--- config.mk ---
export PLATFORM = sky130hd
export DESIGN_NAME = gpio_reg_ip
export DESIGN_NICKNAME = d
export VERILOG_FILES = /design/src/rtl/gpio_reg_pkg.sv /design/src/rtl/gpio_sync.sv /design/src/rtl/gpio_reg_ip.sv
export SDC_FILE = /design/constraint.sdc
export NUM_CORES = 1
export LEC_CHECK = 0
export CAP_MARGIN = 20
export CELL_PAD_IN_SITES_DETAIL_PLACEMENT = 1
export CELL_PAD_IN_SITES_GLOBAL_PLACEMENT = 1
export CORE_ASPECT_RATIO = 1.75
export CORE_MARGIN = 4
export CORE_UTILIZATION = 38
export CTS_BUF_LIST = sky130_fd_sc_hd__clkbuf_2 sky130_fd_sc_hd__clkbuf_4 sky130_fd_sc_hd__clkbuf_8
export CTS_CLUSTER_DIAMETER = 60
export DETAILED_ROUTE_END_ITERATION = 7
export PLACE_DENSITY_LB_ADDON = 0.1
export SYNTH_ARGS = -nofsm -noshare
export SYNTH_HDL_FRONTEND = slang
export SYNTH_SLANG_ARGS = --single-unit
--- constraint.sdc ---
create_clock -name clk -period 1.1 [get_ports clk]
set_input_delay 0.22 -clock clk [delete_from_list [all_inputs] [get_ports clk]]
set_output_delay 0.22 -clock clk [all_outputs]
set_load 0.01 [all_outputs]
--- src/rtl/gpio_reg_pkg.sv ---
// Shared constants, register select type and offset decoder for the GPIO register block.
package gpio_reg_pkg;

  localparam int unsigned DATA_W = 32;
  localparam int unsigned OFS_W  = 12;

  localparam logic [OFS_W-1:0] OFS_DATA = 12'h000;
  localparam logic [OFS_W-1:0] OFS_DIR  = 12'h004;
  localparam logic [OFS_W-1:0] OFS_READ = 12'h008;
  localparam logic [OFS_W-1:0] OFS_SET  = 12'h00C;
  localparam logic [OFS_W-1:0] OFS_CLR  = 12'h010;
  localparam logic [OFS_W-1:0] OFS_TGL  = 12'h014;

  typedef enum logic [2:0] {
    SEL_DATA,
    SEL_DIR,
    SEL_READ,
    SEL_SET,
    SEL_CLR,
    SEL_TGL,
    SEL_NONE
  } reg_sel_e;

  // Map a decoded offset to a register; unaligned offsets never match and fall to SEL_NONE.
  function automatic reg_sel_e decode_ofs(input logic [OFS_W-1:0] ofs);
    reg_sel_e sel;
    case (ofs)
      OFS_DATA: sel = SEL_DATA;
      OFS_DIR:  sel = SEL_DIR;
      OFS_READ: sel = SEL_READ;
      OFS_SET:  sel = SEL_SET;
      OFS_CLR:  sel = SEL_CLR;
      OFS_TGL:  sel = SEL_TGL;
      default:  sel = SEL_NONE;
    endcase
    return sel;
  endfunction

endpackage

--- src/rtl/gpio_sync.sv ---
// Per-bit multi-flop synchronizer for asynchronous pad inputs.
module gpio_sync #(
  parameter int unsigned WIDTH  = 32,
  parameter int unsigned STAGES = 2
) (
  input  logic             clk,
  input  logic             rst_n,
  input  logic [WIDTH-1:0] d,
  output logic [WIDTH-1:0] q
);

  logic [WIDTH-1:0] stage_q [STAGES];

  // Shift the pad value through STAGES flops; all flops clear on reset.
  always_ff @(posedge clk or negedge rst_n) begin
    if (!rst_n) begin
      for (int unsigned i = 0; i < STAGES; i++) begin
        stage_q[i] <= '0;
      end
    end else begin
      stage_q[0] <= d;
      for (int unsigned i = 1; i < STAGES; i++) begin
        stage_q[i] <= stage_q[i-1];
      end
    end
  end

  assign q = stage_q[STAGES-1];

endmodule

--- src/rtl/gpio_reg_ip.sv ---
// GPIO register block: DATA/DIR registers, set/clear/toggle aliases, synchronized pad readback.
module gpio_reg_ip
  import gpio_reg_pkg::*;
#(
  parameter int unsigned SYNC_STAGES = 2
) (
  input  logic              clk,
  input  logic              rst_n,
  input  logic              bus_valid,
  input  logic              bus_we,
  input  logic [31:0]       bus_addr,
  input  logic [DATA_W-1:0] bus_wdata,
  output logic [DATA_W-1:0] bus_rdata,
  input  logic [DATA_W-1:0] gpio_in,
  output logic [DATA_W-1:0] gpio_out
);

  logic [DATA_W-1:0] data_q;
  logic [DATA_W-1:0] dir_q;
  logic [DATA_W-1:0] gpio_in_sync;
  logic [DATA_W-1:0] rd_mux_c;
  logic              wr_en_c;
  logic              rd_en_c;
  reg_sel_e          sel_c;
  logic              unused_addr_c;

  // Upper address bits are deliberately not decoded.
  assign unused_addr_c = ^bus_addr[31:OFS_W];

  gpio_sync #(
    .WIDTH  (DATA_W),
    .STAGES (SYNC_STAGES)
  ) u_sync (
    .clk   (clk),
    .rst_n (rst_n),
    .d     (gpio_in),
    .q     (gpio_in_sync)
  );

  assign sel_c   = decode_ofs(bus_addr[OFS_W-1:0]);
  assign wr_en_c = bus_valid & bus_we;
  assign rd_en_c = bus_valid & ~bus_we;

  // Register writes; read-only and unmapped selects are ignored.
  always_ff @(posedge clk or negedge rst_n) begin
    if (!rst_n) begin
      data_q <= '0;
      dir_q  <= '0;
    end else if (wr_en_c) begin
      case (sel_c)
        SEL_DATA: data_q <= bus_wdata;
        SEL_DIR:  dir_q  <= bus_wdata;
        SEL_SET:  data_q <= data_q | bus_wdata;
        SEL_CLR:  data_q <= data_q & ~bus_wdata;
        SEL_TGL:  data_q <= data_q ^ bus_wdata;
        default:  ;
      endcase
    end
  end

  // Read-data selection; write-only and unmapped selects return zero.
  always_comb begin
    rd_mux_c = '0;
    case (sel_c)
      SEL_DATA: rd_mux_c = data_q;
      SEL_DIR:  rd_mux_c = dir_q;
      SEL_READ: rd_mux_c = (dir_q & data_q) | (~dir_q & gpio_in_sync);
      default:  rd_mux_c = '0;
    endcase
  end

  // Read data register; holds its value except on a read.
  always_ff @(posedge clk or negedge rst_n) begin
    if (!rst_n) begin
      bus_rdata <= '0;
    end else if (rd_en_c) begin
      bus_rdata <= rd_mux_c;
    end
  end

  assign gpio_out = data_q & dir_q;

endmodule

==> run_results.csv, run 1 <==
group,metric,value,unit
status,status,"finished, violations left",
status,violations,"setup timing",
sta,setup_viol,160,
floorplan,die_h,201,um
place,dpl_cell_area,0.0107,mm2
clocking,clkSlewWorstSetupHoldPaths,0.08,ns
worst_setup_path,cp_max_fo,2,
synthesis,ys.warnings.count,0,
layout,area_growth,67.6,%
floorplan,initial_core_util,38.6,%
worst_setup_path,criticalPathCategory,"flop to flop",
synthesis,synth_area_leader_cell,"dfrtp_1",
place,hpwl,17500,um
worst_setup_path,required,1.44,ns
sta,setup_ws,-0.553,ns
floorplan,fp.dieW,118,um
layout,layout.cells.non_filler,1349,
synthesis,netlist_instances,700,
power,power.total,12.5,mW
global_routing,grt_overflow_total,0,
synthesis,synth_area,0.00809,mm2
synthesis,synth_area_per_cell,11.6,um2
synthesis,yosys.area.top_type_share,49.5,%
power,leakage,6.71,nW
sta,finalCriticalPeriod,1.65,ns
sta,slew_violations,0,
floorplan,core,0.0209,mm2
route,drc,0,
clocking,clock-sinks,160,
sta,max_slew_margin,77.3,%
sta,fin_skew,0.0104,ns
global_routing,grt_start_max_net_pins,43,
route,vias,7342,
clocking,clk_path_buf_depth,2,
clocking,clk_latency,0.48,ns
synthesis,synth_cell_types,29,
synthesis,postSynthRegisterBits,160,
floorplan,fp-row-count,70,
run,drv_cap,0,
route,ant_nets,0,
synthesis,synth_nets,864,
synthesis,synthTopCellsByArea,"dfrtp_1 50%, mux2i_1 14%, ha_1 9.9%, a31oi_1 3.7%, inv_1 3.7%",
clocking,htreeDepth,4,
worst_hold_path,hold_class,"input port to async pin",
sta,hold_viol_final,0,
sta,fmax,0.605,GHz
sta,fin_crit_sh,150,%
power,peakVddDrop,0.000692,V
layout,nNetsFinal,1249,
layout,drive_gt1_share,50.0,%
sta,worstMarginPinSlew,0.340,ns
floorplan,io_pins,164,
layout,fin_util,64.8,%
worst_setup_path,cp-start-kind,"flop",
global_routing,grt_use_total,25.4,%
route,vias_per_cell,5.44,
layout,fillCellCount,2072,
place,dp.cells,1169,
power,pwr_density_cell,920,mW/mm2
layout,antennaDiodeCount,0,
sta,rsz0062_at_grt,"yes",
global_routing,grt_pass1_wl,47400,um
place,numPortBuffers,143,
route,wl_per_cell,24.3,um
global_routing,antenna_found_initial,0,
clocking,cts_buffers,17,
floorplan,die-area,0.0238,mm2
synthesis,ys_seq_area_share,49.5,%
route,wirelength,32800,um
global_routing,first_global_vias,8435,
worst_setup_path,arrival,1.99,ns
route,first_pass_iters,4,
layout,design_area,0.0136,mm2
place,gp_congestion,0.801,
clocking,clockRootBuffer,"clkbuf_8",
worst_setup_path,cp-end-kind,"flop",
clocking,cts_tree,"yes",
route,dr.first_iter.drc_count,338,
[cell type report]
| class | instances | area, um2 | area share [%] |
|---|---|---|---|
| clock buffers | 24 | 299 | 2.21 |
| inverters | 80 | 375 | 2.77 |
| well taps | 252 | 315 | 2.33 |
| multi-input cells | 416 | 4620 | 34.1 |
| flip-flops and latches | 160 | 4000 | 29.5 |
| clock inverters | 7 | 85.1 | 0.628 |
| repair buffers | 410 | 3850 | 28.4 |
[cells in the mapped netlist, drive strengths merged]
cell type,instances
ha,64
nand3b,1
buf,25
o22ai,48
nand2,17
clkbuf,19
nor2b,18
mux2i,112
a22o,32
a31oi,48
nand3,2
o21ai,16
inv,80
nor2,2
dfrtp,160
a211oi,1
and2,32
nor4,3
or2b,1
mux2,16
nand2b,1
nand4,1
xnor2,1
[layout by cell type (no fill, tap or decap), types with 6 or more instances in the layout]
cell type	n
a22o_1	32
a31oi_1	42
a31oi_4	6
and2_1	8
and2_4	24
buf_12	17
buf_2	32
buf_4	168
buf_6	116
buf_8	6
clkbuf_8	19
clkdlybuf4s50_1	64
dfrtp_1	160
ha_1	23
ha_4	41
inv_1	44
inv_2	6
inv_4	30
mux2_4	16
mux2i_1	96
mux2i_2	9
mux2i_4	7
nand2_1	17
nor2b_4	16
o21ai_1	16
o22ai_1	37
o22ai_2	11
[worst paths after layout]
check                                    from                  to  slack [ns]  cells after the start
max                                data_q[26]          data_q[26]       -0.55                      7
min                                     rst_n            dir_q[4]        0.16                      2
max reg2reg                        data_q[26]          data_q[26]       -0.55                      7
min reg2reg                u_sync.stage_q[42]        u_sync.q[10]        0.35                      0
max in group asynchronous               rst_n           dir_q[14]        0.43                      3
min in group clk                  gpio_in[29]  u_sync.stage_q[61]        0.17                      1
[critical path, stage by stage, from the launching register on]
cell and delay (ns):
dfrtp_1 0.41, buf_6 0.14, buf_6 0.11, ha_4 0.15
mux2i_2 0.16, o22ai_2 0.12, a31oi_1 0.25, mux2i_1 0.17
[power by group]
| part | switching [mW] | total, mW | leakage, nW | internal [mW] |
|---|---|---|---|---|
| logic | 0.970 | 1.89 | 4.67 | 0.925 |
| clock network | 2.27 | 4.50 | 0.207 | 2.23 |
| registers | 0.0601 | 6.07 | 1.84 | 6.01 |
[registers in the layout, indices dropped and copies added (netlist names)]
signal          count
u_sync.q           32
u_sync.stage_q     32
dir_q              32
bus_rdata          32
data_q             32
[metal layers]
layer,global-route usage [%],share of wire (%),up-vias
met5,0,0,-
met4,9.60,3.2,0
met3,4.74,3.3,83
met2,48.2,57,214
met1,27.6,37,3811
li1,-,-,3234
[repair_timing]
action	CTS	global route
gates cloned	2	1
endpoints found under the hold margin	160	0
pin swaps	95	78
hold buffers	1	0
buffers inserted	122	40
resized for setup	567	117
endpoints found under the setup margin	160	160
[stage by stage]
step           setup TNS, ns  setup WS (ns)  hold slack (ns)
5_1_grt               -40.52         -0.615            0.143
3_5_place_dp          -83.46         -0.914           0.0855
2_1_floorplan         -19.13         -0.339          -0.0756
3_3_place_gp          -82.43         -0.918           0.0819
4_1_cts               -28.25         -0.350            0.142
6_report              -33.38         -0.553            0.158
[kinds of logic (layout without fill, tap and decap cells)]
kind of cell,after synthesis,after routing,synth area share (%)
XOR/XNOR,1,1,0.108
multiplexers,128,128,16.1
adder cells (fa/ha/maj),64,64,9.90
AND/OR/NAND/NOR,78,78,5.79
flip-flops,160,160,49.5
buffers and inverters,124,521,6.48
AO/OA/AOI/OAI,145,145,12.1
Note: power is estimated with default switching activity, not from simulation.
==> run 2: changes to the inputs <==
--- a/config.mk
+++ b/config.mk
@@ -5,12 +5,13 @@
 export SDC_FILE = /design/constraint.sdc
 export NUM_CORES = 1
 export LEC_CHECK = 0
+export ABC_AREA = 1
 export CAP_MARGIN = 20
 export CELL_PAD_IN_SITES_DETAIL_PLACEMENT = 1
 export CELL_PAD_IN_SITES_GLOBAL_PLACEMENT = 1
 export CORE_ASPECT_RATIO = 1.75
 export CORE_MARGIN = 4
-export CORE_UTILIZATION = 38
+export CORE_UTILIZATION = 36
 export CTS_BUF_LIST = sky130_fd_sc_hd__clkbuf_2 sky130_fd_sc_hd__clkbuf_4 sky130_fd_sc_hd__clkbuf_8
 export CTS_CLUSTER_DIAMETER = 60
 export DETAILED_ROUTE_END_ITERATION = 7
==> run 2 against run 1 <==
- the flow still finishes with violations (setup timing)
- fmax rose by 9.3%
- register-to-register slack improved by 0.19 ns
- combinational power fell by 7%
- critical path depth fell by 3
- first-iteration DRC count rose by 62%
- die area rose by 12%
- non-clock buffer count rose by 51
- synthesized cell count rose by 54%
- final cell count rose by 36%
- wire length rose by 45%
- count of clock-buffer cells in the layout fell by 4
- utilization rose by 2.3 points
- critical path type is now flop to primary output
- largest power group unchanged
- highest routed layer unchanged
==> run_results.csv, run 2 <==
group,metric,value,unit
status,status,"finished, violations left",
status,violations,"setup timing",
worst_setup_path,cp-start-kind,"flop",
worst_setup_path,criticalPathCategory,"flop to primary output",
sta,setup_ws,-0.412,ns
run,drv_cap,0,
layout,area_growth,82.5,%
route,dr.first_iter.drc_count,546,
synthesis,synth_area_per_cell,7.99,um2
worst_setup_path,critical_path.most_common_cell,"buf_6",
route,drc,0,
synthesis,netlist_instances,1077,
synthesis,ys_async_sr_fraction,100,%
synthesis,synth_area_leader_cell,"dfrtp_1",
global_routing,grt_pass1_wl,57300,um
worst_hold_path,hold_class,"input port to flop",
worst_setup_path,arrival,1.29,ns
synthesis,ys.warnings.count,0,
worst_setup_path,cp-end-kind,"primary output",
global_routing,grt_start_max_net_pins,37,
synthesis,synth-main-ff-cell,"dfrtp_1",
sta,fmax,0.661,GHz
worst_setup_path,cp_max_fo,2,
worst_setup_path,required,0.88,ns
power,pwr_density_cell,833,mW/mm2
sta,finalCriticalPeriod,1.51,ns
sta,hold_viol_final,0,
floorplan,fp-row-count,74,
place,gp_congestion,0.810,
place,hpwl,20500,um
sta,fin_crit_sh,137,%
layout,design_area,0.0157,mm2
worst_setup_path,crit_buf_inv,3,
place,dpl_cell_area,0.0118,mm2
sta,fin_skew,0.0224,ns
synthesis,synth_area,0.00860,mm2
synthesis,synthTopCellsByArea,"dfrtp_1 47%, nand2_1 15%, ha_1 9.3%, inv_1 7.2%, o21ai_0 4.7%",
clocking,clkSlewWorstSetupHoldPaths,0.09,ns
floorplan,die-area,0.0265,mm2
layout,nNetsFinal,1680,
global_routing,antenna_found_initial,1,
worst_setup_path,max_stage_delay,0.41,ns
worst_setup_path,crit_family,"flip-flops",
route,first_pass_iters,6,
clocking,clk_path_buf_depth,2,
layout,layout.cells.non_filler,1833,
route,vias,10000,
worst_setup_path,critical-path-slowest-cell,"dfrtp_1",
layout,drive_gt1_share,54.6,%
power,peakVddDrop,0.000821,V
floorplan,initial_core_util,36.7,%
worst_setup_path,worstPathCellList,"buf_6 > nand2_4 > inv_2 > buf_6",
place,dp.cells,1662,
floorplan,die_h,213,um
global_routing,grt_use_total,27.8,%
route,wl_per_cell,26.0,um
sta,slew_violations,0,
clocking,cts_tree,"yes",
route,vias_per_cell,5.46,
clocking,clock-sinks,160,
synthesis,synth_cell_types,28,
sta,max_slew_margin,74.3,%
global_routing,first_global_vias,10700,
synthesis,ys_seq_area_share,46.5,%
power,leakage,7.69,nW
floorplan,io_pins,164,
global_routing,grt_overflow_total,0,
layout,fin_util,67.0,%
floorplan,core,0.0234,mm2
synthesis,synth_edf_count,0,
sta,worstMarginPinSlew,0.385,ns
route,wirelength,47700,um
clocking,cts_buffers,17,
sta,setup_viol,159,
synthesis,yosys.area.top_type_share,46.5,%
clocking,clk_latency,0.53,ns
clocking,htreeDepth,4,
clocking,clockRootBuffer,"clkbuf_8",
synthesis,synth_nets,1241,
place,numPortBuffers,143,
synthesis,postSynthRegisterBits,160,
synthesis,synth_most_common_cell,"nand2_1",
floorplan,fp.dieW,125,um
sta,rsz0062_at_grt,"yes",
synthesis,synth_common_cells,"336 x nand2_1, 164 x inv_1, 160 x dfrtp_1",
route,ant_nets,0,
layout,final_cell_mix,"192 x nand2_1, 167 x buf_4, 160 x dfrtp_1, 146 x buf_6, 102 x nand2_2",
layout,final_common_cell,"nand2_1",
-- run 2: changes by cell type after synthesis, sizes merged, moves of 31 or more --
cell   previous run  this run
nand2            17       343
mux2i           112         0
o21ai            16       109
inv              80       169
nor2              2        59
nand4             1        55
a31oi            48         0
o22ai            48         0
a22o             32         0
and2             32         0
a21oi             0        31
-- run 2: final cells by class --
class / instances / area (um2)
antenna: 1 / 2.50
timing repair buffer: 461 / 4710
multi-input combinational: 705 / 5390
sequential: 160 / 4000
tap: 304 / 380
clock inverter: 11 / 189
fill: 2533 / 7720
clock buffer: 20 / 256
inverter: 171 / 772
-- run 2: path summary, 6_finish.rpt --
path | from | to | slack (ns) | cells after the start
worst max register to register | data_q[12] | data_q[12] | -0.36 | 9
worst min-delay path | gpio_in[12] | u_sync.stage_q[44] | 0.14 | 1
min in group asynchronous | rst_n | bus_rdata[3] | 0.16 | 2
worst min register to register | u_sync.stage_q[56] | u_sync.q[24] | 0.35 | 0
max in group asynchronous | rst_n | bus_rdata[19] | 0.41 | 3
worst max-delay path | data_q[14] | gpio_out[14] | -0.41 | 4
-- run 2: layer usage --
metal  global-route usage [%]  vias up  share of wire, %
li1                         -     4264                 -
met1                     28.8     5025                34
met2                     51.8      473                52
met3                     5.56      243               5.7
met4                     16.5        0               7.4
met5                        0        -                 0
-- run 2: report_power, final --
group          switching (mW)  total, mW  internal (mW)
Clock                    2.47       5.22           2.75
Combinational           0.898       1.76          0.863
Sequential             0.0773       6.10           6.02
-- run 2: cells by family after synthesis --
logic type               count (synthesis)  share of synthesized area (%)
buffers and inverters                  213                           10.2
AO/OA/AOI/OAI                          140                           8.14
AND/OR/NAND/NOR                        500                           25.8
flip-flops                             160                           46.5
adder cells (fa/ha/maj)                 64                           9.31
-- run 2: repair_timing --
action                     4_1_cts  5_1_grt
hold endpoints to repair       160        0
gates cloned                    10       11
pin swaps                      165      225
hold buffers                     1        0
buffers inserted               100       78
resized for setup              598      499
setup endpoints to repair      160      160
-- run 2: metrics by stage --
step	hold slack [ns]	setup TNS, ns	total power [mW]	setup WS (ns)
CTS	0.110	-22.17	12.7	-0.352
floorplan	-0.0756	-19.93	6.51	-0.322
global route	0.128	-34.24	13.5	-0.455
global placement	0.136	-93.70	7.33	-1.08
detailed placement	0.143	-98.07	7.38	-1.19
finish	0.137	-28.97	13.1	-0.412
==> run 3: changes to the inputs <==
--- a/config.mk
+++ b/config.mk
@@ -15,6 +15,7 @@
 export CTS_BUF_LIST = sky130_fd_sc_hd__clkbuf_2 sky130_fd_sc_hd__clkbuf_4 sky130_fd_sc_hd__clkbuf_8
 export CTS_CLUSTER_DIAMETER = 60
 export DETAILED_ROUTE_END_ITERATION = 7
+export MAX_ROUTING_LAYER = met4
 export PLACE_DENSITY_LB_ADDON = 0.1
 export SYNTH_ARGS = -nofsm -noshare
 export SYNTH_HDL_FRONTEND = slang
==> constraint.sdc (replaced) <==
create_clock -name clk -period 1.1 [get_ports clk]
set_input_delay 0.22 -clock clk [delete_from_list [all_inputs] [get_ports clk]]
set_output_delay 0.22 -clock clk [all_outputs]
set_load 0.005 [all_outputs]
==> run 3 against run 2 <==
- the flow still finishes with violations (setup timing)
- power decreased by 7.5%
- global-route usage is 0.49 points higher
- sequential power about the same
- combinational power is essentially flat
- design area increased by 0.29%
- worst setup slack worse by 0.090 ns
- die area did not move
- final cell count up 1.5%
- register-to-register slack got worse by 0.14 ns
- clock skew up 0.0027 ns
- first-iteration DRC count is 24% higher
- non-clock buffer count rose by 26
- largest cell class unchanged
==> run_results.csv, run 3 (synthesis results as in run 2) <==
group,metric,value,unit
worst_setup_path,criticalPathCategory,"flop to flop",
sta,setup_viol,160,
sta,rsz0062_at_grt,"yes",
power,switching_power,3.40,mW
global_routing,grt_start_max_net_pins,51,
sta,max_slew_margin,75.4,%
run,drv_cap,0,
route,drc,0,
layout,final_cell_mix,"189 x nand2_1, 184 x buf_4, 160 x dfrtp_1, 146 x buf_6, 107 x nand2_2",
power,p_int,8.70,mW
clocking,htreeDepth,4,
global_routing,grt_use_total,28.3,%
layout,fillCellCount,2552,
worst_setup_path,max_stage_delay,0.43,ns
status,violations,"setup timing",
clocking,cts_buffers,17,
floorplan,core,0.0234,mm2
worst_setup_path,cp-start-kind,"flop",
global_routing,first_global_vias,10400,
clocking,cts_tree,"yes",
worst_setup_path,cp-end-kind,"flop",
sta,worstMarginPinSlew,0.369,ns
clocking,clk_latency,0.53,ns
worst_setup_path,critical_path.most_common_cell,"buf_6",
sta,fin_crit_sh,146,%
worst_hold_path,hold_class,"input port to async pin",
sta,slew_violations,0,
worst_setup_path,worstPathCellList,"buf_6 > buf_6 > buf_6 > ha_4 > nand4_1 > nand4_1 > nand2_1 > nand2_1",
power,pwr_density_cell,768,mW/mm2
power,combPwrFrac,14.4,%
place,dp.cells,1653,
worst_setup_path,critical-path-slowest-cell,"dfrtp_1",
route,dr.first_iter.drc_count,677,
route,vias_per_cell,5.62,
clocking,clkSlewWorstSetupHoldPaths,0.10,ns
layout,layout.cells.non_filler,1860,
layout,drive_gt1_share,55.7,%
global_routing,grt_pass1_wl,56700,um
clocking,clockRootBuffer,"clkbuf_8",
power,peakVddDrop,0.000806,V
floorplan,die_h,213,um
clocking,clock-sinks,160,
global_routing,antenna_found_initial,0,
status,status,"finished, violations left",
floorplan,fp.dieW,125,um
route,vias,10500,
route,wl_per_cell,27.0,um
floorplan,initial_core_util,36.7,%
layout,fin_util,67.2,%
floorplan,io_pins,164,
layout,area_growth,83.0,%
route,first_pass_iters,5,
sta,fmax,0.624,GHz
route,wirelength,50100,um
worst_setup_path,rr_worst_depth,8,
place,gp_congestion,0.797,
sta,fin_skew,0.0251,ns
floorplan,die-area,0.0265,mm2
layout,antennaDiodeCount,0,
sta,finalCriticalPeriod,1.60,ns
worst_setup_path,r2r_slack,-0.50,ns
route,ant_nets,0,
floorplan,fp-row-count,74,
sta,setup_ws,-0.502,ns
worst_setup_path,timing.rr.start,"data_q[8]",
worst_setup_path,r2r-end,"data_q[8]",
power,clkPwrFrac,35.2,%
power,seqPwrFrac,50.4,%
place,numPortBuffers,143,
place,dp_slack,-1.16,ns
power,leakage,7.80,nW
sta,hold_viol_final,0,
layout,nNetsFinal,1708,
worst_setup_path,arrival,1.99,ns
layout,final_common_cell,"nand2_1",
place,dpl_cell_area,0.0117,mm2
place,hpwl,19900,um
layout,design_area,0.0157,mm2
worst_setup_path,cp_max_fo,3,
clocking,clk_path_buf_depth,2,
power,switching_share,28.1,%
worst_setup_path,required,1.49,ns
power,power.total,12.1,mW
global_routing,grt_overflow_total,0,
==> run 3: cell count changes in the layout (fill, tap and decap cells not counted), moves of 5 or more <==
cell	before	now
buf_4	167	184
inv_4	43	31
o21ai_2	50	56
nand2_2	102	107
bufinv_16	5	0
buf_12	28	21
inv_2	45	57
buf_2	35	45
==> run 3: repair_timing <==
action | CTS | global route
cloned | 9 | 14
hold buffers | 1 | 0
endpoints found under the setup margin | 160 | 160
gates resized for setup | 625 | 459
hold endpoints to repair | 160 | 0
pin swaps | 185 | 201
buffers inserted | 111 | 90
==> run 3: critical path: cells and delay by family (launching register included) <==
| family | cells | cell delay (ns) |
|---|---|---|
| adder cells (fa/ha/maj) | 1 | 0.16 |
| AND/OR/NAND/NOR | 4 | 0.52 |
| buffers and inverters | 3 | 0.38 |
| flip-flops | 1 | 0.43 |
==> run 3: final cells by class <==
| cell class | count | area (um2) | area share, % |
|---|---|---|---|
| Timing Repair Buffer | 487 | 4870 | 30.9 |
| Multi-Input combinational cell | 705 | 5380 | 34.1 |
| Timing Repair inverter | 2 | 25.0 | 0.159 |
| Clock inverter | 6 | 33.8 | 0.215 |
| Sequential cell | 160 | 4000 | 25.4 |
| Clock buffer | 25 | 313 | 1.99 |
| Tap cell | 304 | 380 | 2.42 |
| Inverter | 171 | 746 | 4.74 |
==> run 3: metrics by stage <==
| stage | hold WS, ns | setup TNS (ns) |
|---|---|---|
| detailed placement | 0.0556 | -98.09 |
| floorplan | -0.0756 | -19.93 |
| global placement | 0.0566 | -92.81 |
| finish | 0.0748 | -35.31 |
| global route | 0.0751 | -41.20 |
| CTS | 0.0656 | -20.89 |
==> run 3: how the worst max path moves through the flow <==
stage | from | to | slack, ns
after floorplan | bus_addr[7] | data_q[27] | -0.32
after global placement | bus_addr[5] | data_q[7] | -1.06
after detailed placement | bus_addr[7] | data_q[27] | -1.16
after CTS | data_q[17] | gpio_out[17] | -0.35
after global routing | data_q[8] | data_q[8] | -0.50
final | data_q[8] | data_q[8] | -0.50
==> run 3: power groups by stage <==
stage | Sequential, mW | Clock [mW] | Combinational [mW]
finish | 6.10 | 4.26 | 1.74
global route | 6.11 | 4.52 | 1.84
CTS | 6.08 | 4.22 | 1.41
detailed placement | 6.20 | 0 | 1.16
global placement | 6.20 | 0 | 1.12
floorplan | 6.18 | 0 | 0.327
==> run 3: routing by layer <==
layer | share of wire [%] | wire, um | GRT usage [%]
met5 | 0 | 0 | -
met4 | 9.1 | 4580 | 13.8
met3 | 5.4 | 2730 | 5.08
met2 | 51 | 25600 | 50.9
met1 | 34 | 17300 | 30.1
